## src/rtl/wu_fetch.sv

```systemverilog
// wu_fetch: instruction fetch sequencer issuing reads up to a bounded number in flight ahead of decode.
`ifndef MGR_INSTRUCTION_MEMORY_DEPTH
`define MGR_INSTRUCTION_MEMORY_DEPTH 64
`endif
`ifndef MGR_WU_ADDRESS_RANGE
`define MGR_WU_ADDRESS_RANGE [5:0]
`endif

module wu_fetch #(
  parameter int WUF_MAX_OUTSTANDING = 4,
  parameter int WUF_MEM_DEPTH = `MGR_INSTRUCTION_MEMORY_DEPTH
) (
  input  logic                          clk,
  input  logic                          reset_poweron,
  input  logic                          sys__wuf__start,
  input  logic `MGR_WU_ADDRESS_RANGE    sys__wuf__start_addr,
  input  logic                          wud__wuf__halt,
  input  logic                          wum__wuf__stall,
  input  logic                          wum__wud__valid,
  input  logic                          wud__wum__ready,
  output logic `MGR_WU_ADDRESS_RANGE    wuf__wum__addr,
  output logic                          wuf__wum__read,
  output logic                          wuf__sys__busy
);
  localparam int OW = $clog2(WUF_MAX_OUTSTANDING + 1);
  typedef enum logic [1:0] {IDLE, RUN, DRAIN} state_t;
  state_t r_state, w_state_nx;
  logic `MGR_WU_ADDRESS_RANGE r_pc;
  localparam int AW = $bits(r_pc);
  logic [OW-1:0] r_out, w_out_nx;
  logic w_issue, w_dec;
  // The counter is bumped at issue so the read strobe already in the pipe is accounted for.
  assign w_issue = (r_state == RUN) & ~wum__wuf__stall & (r_out < OW'(WUF_MAX_OUTSTANDING)) & ~wud__wuf__halt;
  assign w_dec = wum__wud__valid & wud__wum__ready & (r_out != '0);
  assign w_out_nx = r_out + OW'(w_issue) - OW'(w_dec);
  assign wuf__sys__busy = r_state != IDLE;
  always_comb begin
    w_state_nx = r_state;
    case (r_state)
      IDLE:    w_state_nx = sys__wuf__start ? RUN : IDLE;
      RUN:     w_state_nx = wud__wuf__halt ? DRAIN : RUN;
      DRAIN:   w_state_nx = (w_out_nx == '0) ? IDLE : DRAIN;
      default: w_state_nx = IDLE;
    endcase
  end
  always_ff @(posedge clk) begin
    if (reset_poweron) begin
      r_state        <= IDLE;
      r_pc           <= '0;
      r_out          <= '0;
      wuf__wum__read <= 1'b0;
      wuf__wum__addr <= '0;
    end else begin
      r_state        <= w_state_nx;
      r_out          <= w_out_nx;
      wuf__wum__read <= w_issue;
      if (w_issue) begin
        wuf__wum__addr <= r_pc;
        r_pc           <= (r_pc == AW'(WUF_MEM_DEPTH - 1)) ? '0 : r_pc + AW'(1);
      end
      if (r_state == IDLE && sys__wuf__start) r_pc <= sys__wuf__start_addr;
    end
  end
endmodule
```

## config.mk

```make
export PLATFORM = sky130hd
export DESIGN_NAME = wu_fetch
export DESIGN_NICKNAME = d
export VERILOG_FILES = /design/src/rtl/wu_fetch.sv
export SDC_FILE = /design/constraint.sdc
export NUM_CORES = 1
export LEC_CHECK = 0
export CAP_MARGIN = 20
export CELL_PAD_IN_SITES_DETAIL_PLACEMENT = 1
export CELL_PAD_IN_SITES_GLOBAL_PLACEMENT = 2
export CORE_ASPECT_RATIO = 0.75
export CORE_MARGIN = 3
export CORE_UTILIZATION = 27
export DETAILED_ROUTE_END_ITERATION = 12
export GPL_ROUTABILITY_DRIVEN = 0
export GPL_TIMING_DRIVEN = 0
export PLACE_DENSITY_LB_ADDON = 0.1
export SYNTH_ARGS = -nofsm -noshare
export SYNTH_HDL_FRONTEND = slang
export SYNTH_SLANG_ARGS = --single-unit
export TNS_END_PERCENT = 30
```

## constraint.sdc

```tcl
create_clock -name clk -period 3.98 [get_ports clk]
set_clock_uncertainty 0.1 [all_clocks]
set_input_delay 0.796 -clock clk [delete_from_list [all_inputs] [get_ports clk]]
set_output_delay 0.796 -clock clk [all_outputs]
set_load 0.02 [all_outputs]
```

==> flow_summary.toml <==
[status]
status = "completed"

[worst_hold_path]
hold_class = "reg2reg"

[sta]
period_needed_ns = 3.443
hold_viol_final = 0
setup_violations = 0
final_critical_path_setup_slack_ns = 0.5366
worst_pin_slew_ns = 0.4501
fin_setup_tns_ns = 0
max_freq_mhz = 290.4
worst_hold_slack_ns = 0.3566
rsz0062_at_grt = "no"
post-route-period-util_pct = 86.52
slew_viol_final = 0
slew_headroom_pct = 69.99

[place]
io_buffer_count = 19
dp_slack_ns = 0.2424
dp_hpwl_um = 1572

[cts]
cts_setup_buffers = 0
cts-buffers-inserted = 3
cts.sinks = 18
cts_tree = "built"
cts_hold_buf = 0
clk_pin_slew_ns = 0.07
insertion_delay_ns = 0.26
htreeDepth = 1
cts_resized = 0
cts_root_buffer = "clkbuf_8"
cts_max_path_buffers = 2

[routing]
drt-total-wl_um = 2041
via_per_inst = 4.728
dr.pass1.iters = 2
drc = 0
vias = 766
routedWlPerCell_um = 12.60
drt-initial-drc-count = 21
ant_nets = 0

[die]
die_y_um = 55.04
die_area_um2 = 3929
die_x_um = 71.39
placementRows = 17
ios = 21
coreArea_um2 = 2999
start_util_pct = 28.87

[yosys]
syn_inst = 101
async_reset_ff_share_pct = 0
ys_warn_count = 0
ys_seq_area_share_pct = 41.62
syn_area_um2 = 865.8
synthFlopType = "dfxtp_1"
synth_nets = 118
syn_area_per_cell_um2 = 8.573
synth_cell_types = 32
yosys_register_bits = 18
synth_edf_count = 0

[worst_setup_path]
worstSetupStartpointType = "input port"
worst_ep_arrival_time_ns = 3.47
endpoint_kind = "flop"
required_ns = 4.01
worstPathMaxFanout = 10
worstSetupPathType = "in2reg"

[run]
max_cap_violations = 0

[finish]
drive_gt1_share_pct = 9.677
n_antenna_cell = 0
fin_nets = 142
area_growth_pct = 33.81

[power]
power_density_nw_per_um2 = 412.4
max-vdd-ir-drop_v = 0.0002429
p_leak_nw = 0.4292

[grt]
grt_overflow_total = 0
grt_max_degree = 11
antenna_found_initial = 0
grt_pass1_wl_um = 3374
grt_pass1_vias = 706
grt.total_usage_pct = 11.53
## critical path, stage by stage
cell and delay, ns:
clkdlybuf4s50_1 0.46, nor4_4 0.32, inv_2 0.11, buf_2 0.21, ha_1 0.29, inv_1 0.04, ha_1 0.18, fa_1 0.38
xor2_1 0.16, xnor2_1 0.14, o311ai_0 0.28, a21oi_1 0.11
## layout make-up
cell class | count | area (um2)
Buffer | 5 | 21.27
Timing Repair Buffer | 19 | 190.2
Clock buffer | 4 | 55.05
Inverter | 7 | 26.28
Sequential cell | 18 | 360.3
Tap cell | 38 | 47.55
Fill cell | 360 | 1841
Multi-Input combinational cell | 71 | 457.9
## worst paths after layout
kind         slack (ns)  cells past startpoint           endpoint               from
max                0.54                     12         r_state[1]     wud__wuf__halt
min reg2reg        0.36                      2  wuf__wum__addr[3]  wuf__wum__addr[3]
min                0.36                      2  wuf__wum__addr[3]  wuf__wum__addr[3]
max reg2reg        1.17                     11         r_state[1]           r_out[2]
## metrics by stage
step	cells	power (mW)	util [%]	area, um2
floorplan	101	0.2942	-	865.8
global placement	158	0.3309	36.80	1104
detailed placement	158	0.3338	36.80	1104
CTS	162	0.4877	38.63	1159
global route	162	0.5099	38.63	1159
finish	162	0.4778	38.63	1159
## power breakdown
group          switching, mW  internal (mW)
Clock                 0.0623         0.0879
Combinational         0.0498         0.0564
Sequential            0.0224          0.199
## flip-flops by register name, summed over array words and instances (netlist names)
register / cells
r_out: 3
r_pc: 6
r_state: 2
wuf__wum__addr: 6
wuf__wum__read: 1
## synthesized netlist by cell type (2+ instances only)
cell type	number	area share (%)
a21oi_1	10	5.8
inv_1	6	2.6
ha_1	3	4.3
nor2_1	7	3.0
and3_1	2	1.4
buf_2	2	1.2
or2_2	2	1.4
nand3_1	5	2.9
a311oi_1	4	4.0
dfxtp_1	18	42
clkbuf_1	3	1.3
xnor2_1	2	2.0
nand2_1	16	6.9
nor2b_1	3	2.2
## metal layers
metal	vias to the layer above	global-route usage, %	wire (um)
met1	347	16.38	1094
met3	2	4.693	123
met4	0	3.750	12
met2	18	15.55	811
met5	-	0	0
li1	399	-	-
## kinds of logic after synthesis
group,synth area share (%)
AOI/OAI and AO/OA,15.46
xor gates and xnor gates,3.035
adders and majority gates,6.648
buffers and inverters,5.491
DFF,41.62
muxes,1.156
and+or+nand+nor,26.59
## layout by cell type, fill, tap and decap left out, types with 3 or more instances in the layout
master | Yosys | final
a21oi_1 | 10 | 10
a311oi_1 | 4 | 4
clkbuf_1 | 3 | 3
clkbuf_8 | 0 | 4
clkdlybuf4s50_1 | 0 | 19
dfxtp_1 | 18 | 18
ha_1 | 3 | 3
inv_1 | 6 | 6
nand2_1 | 16 | 16
nand3_1 | 5 | 5
nor2_1 | 7 | 7
nor2b_1 | 3 | 3
Power figures use the tool's default switching activity.
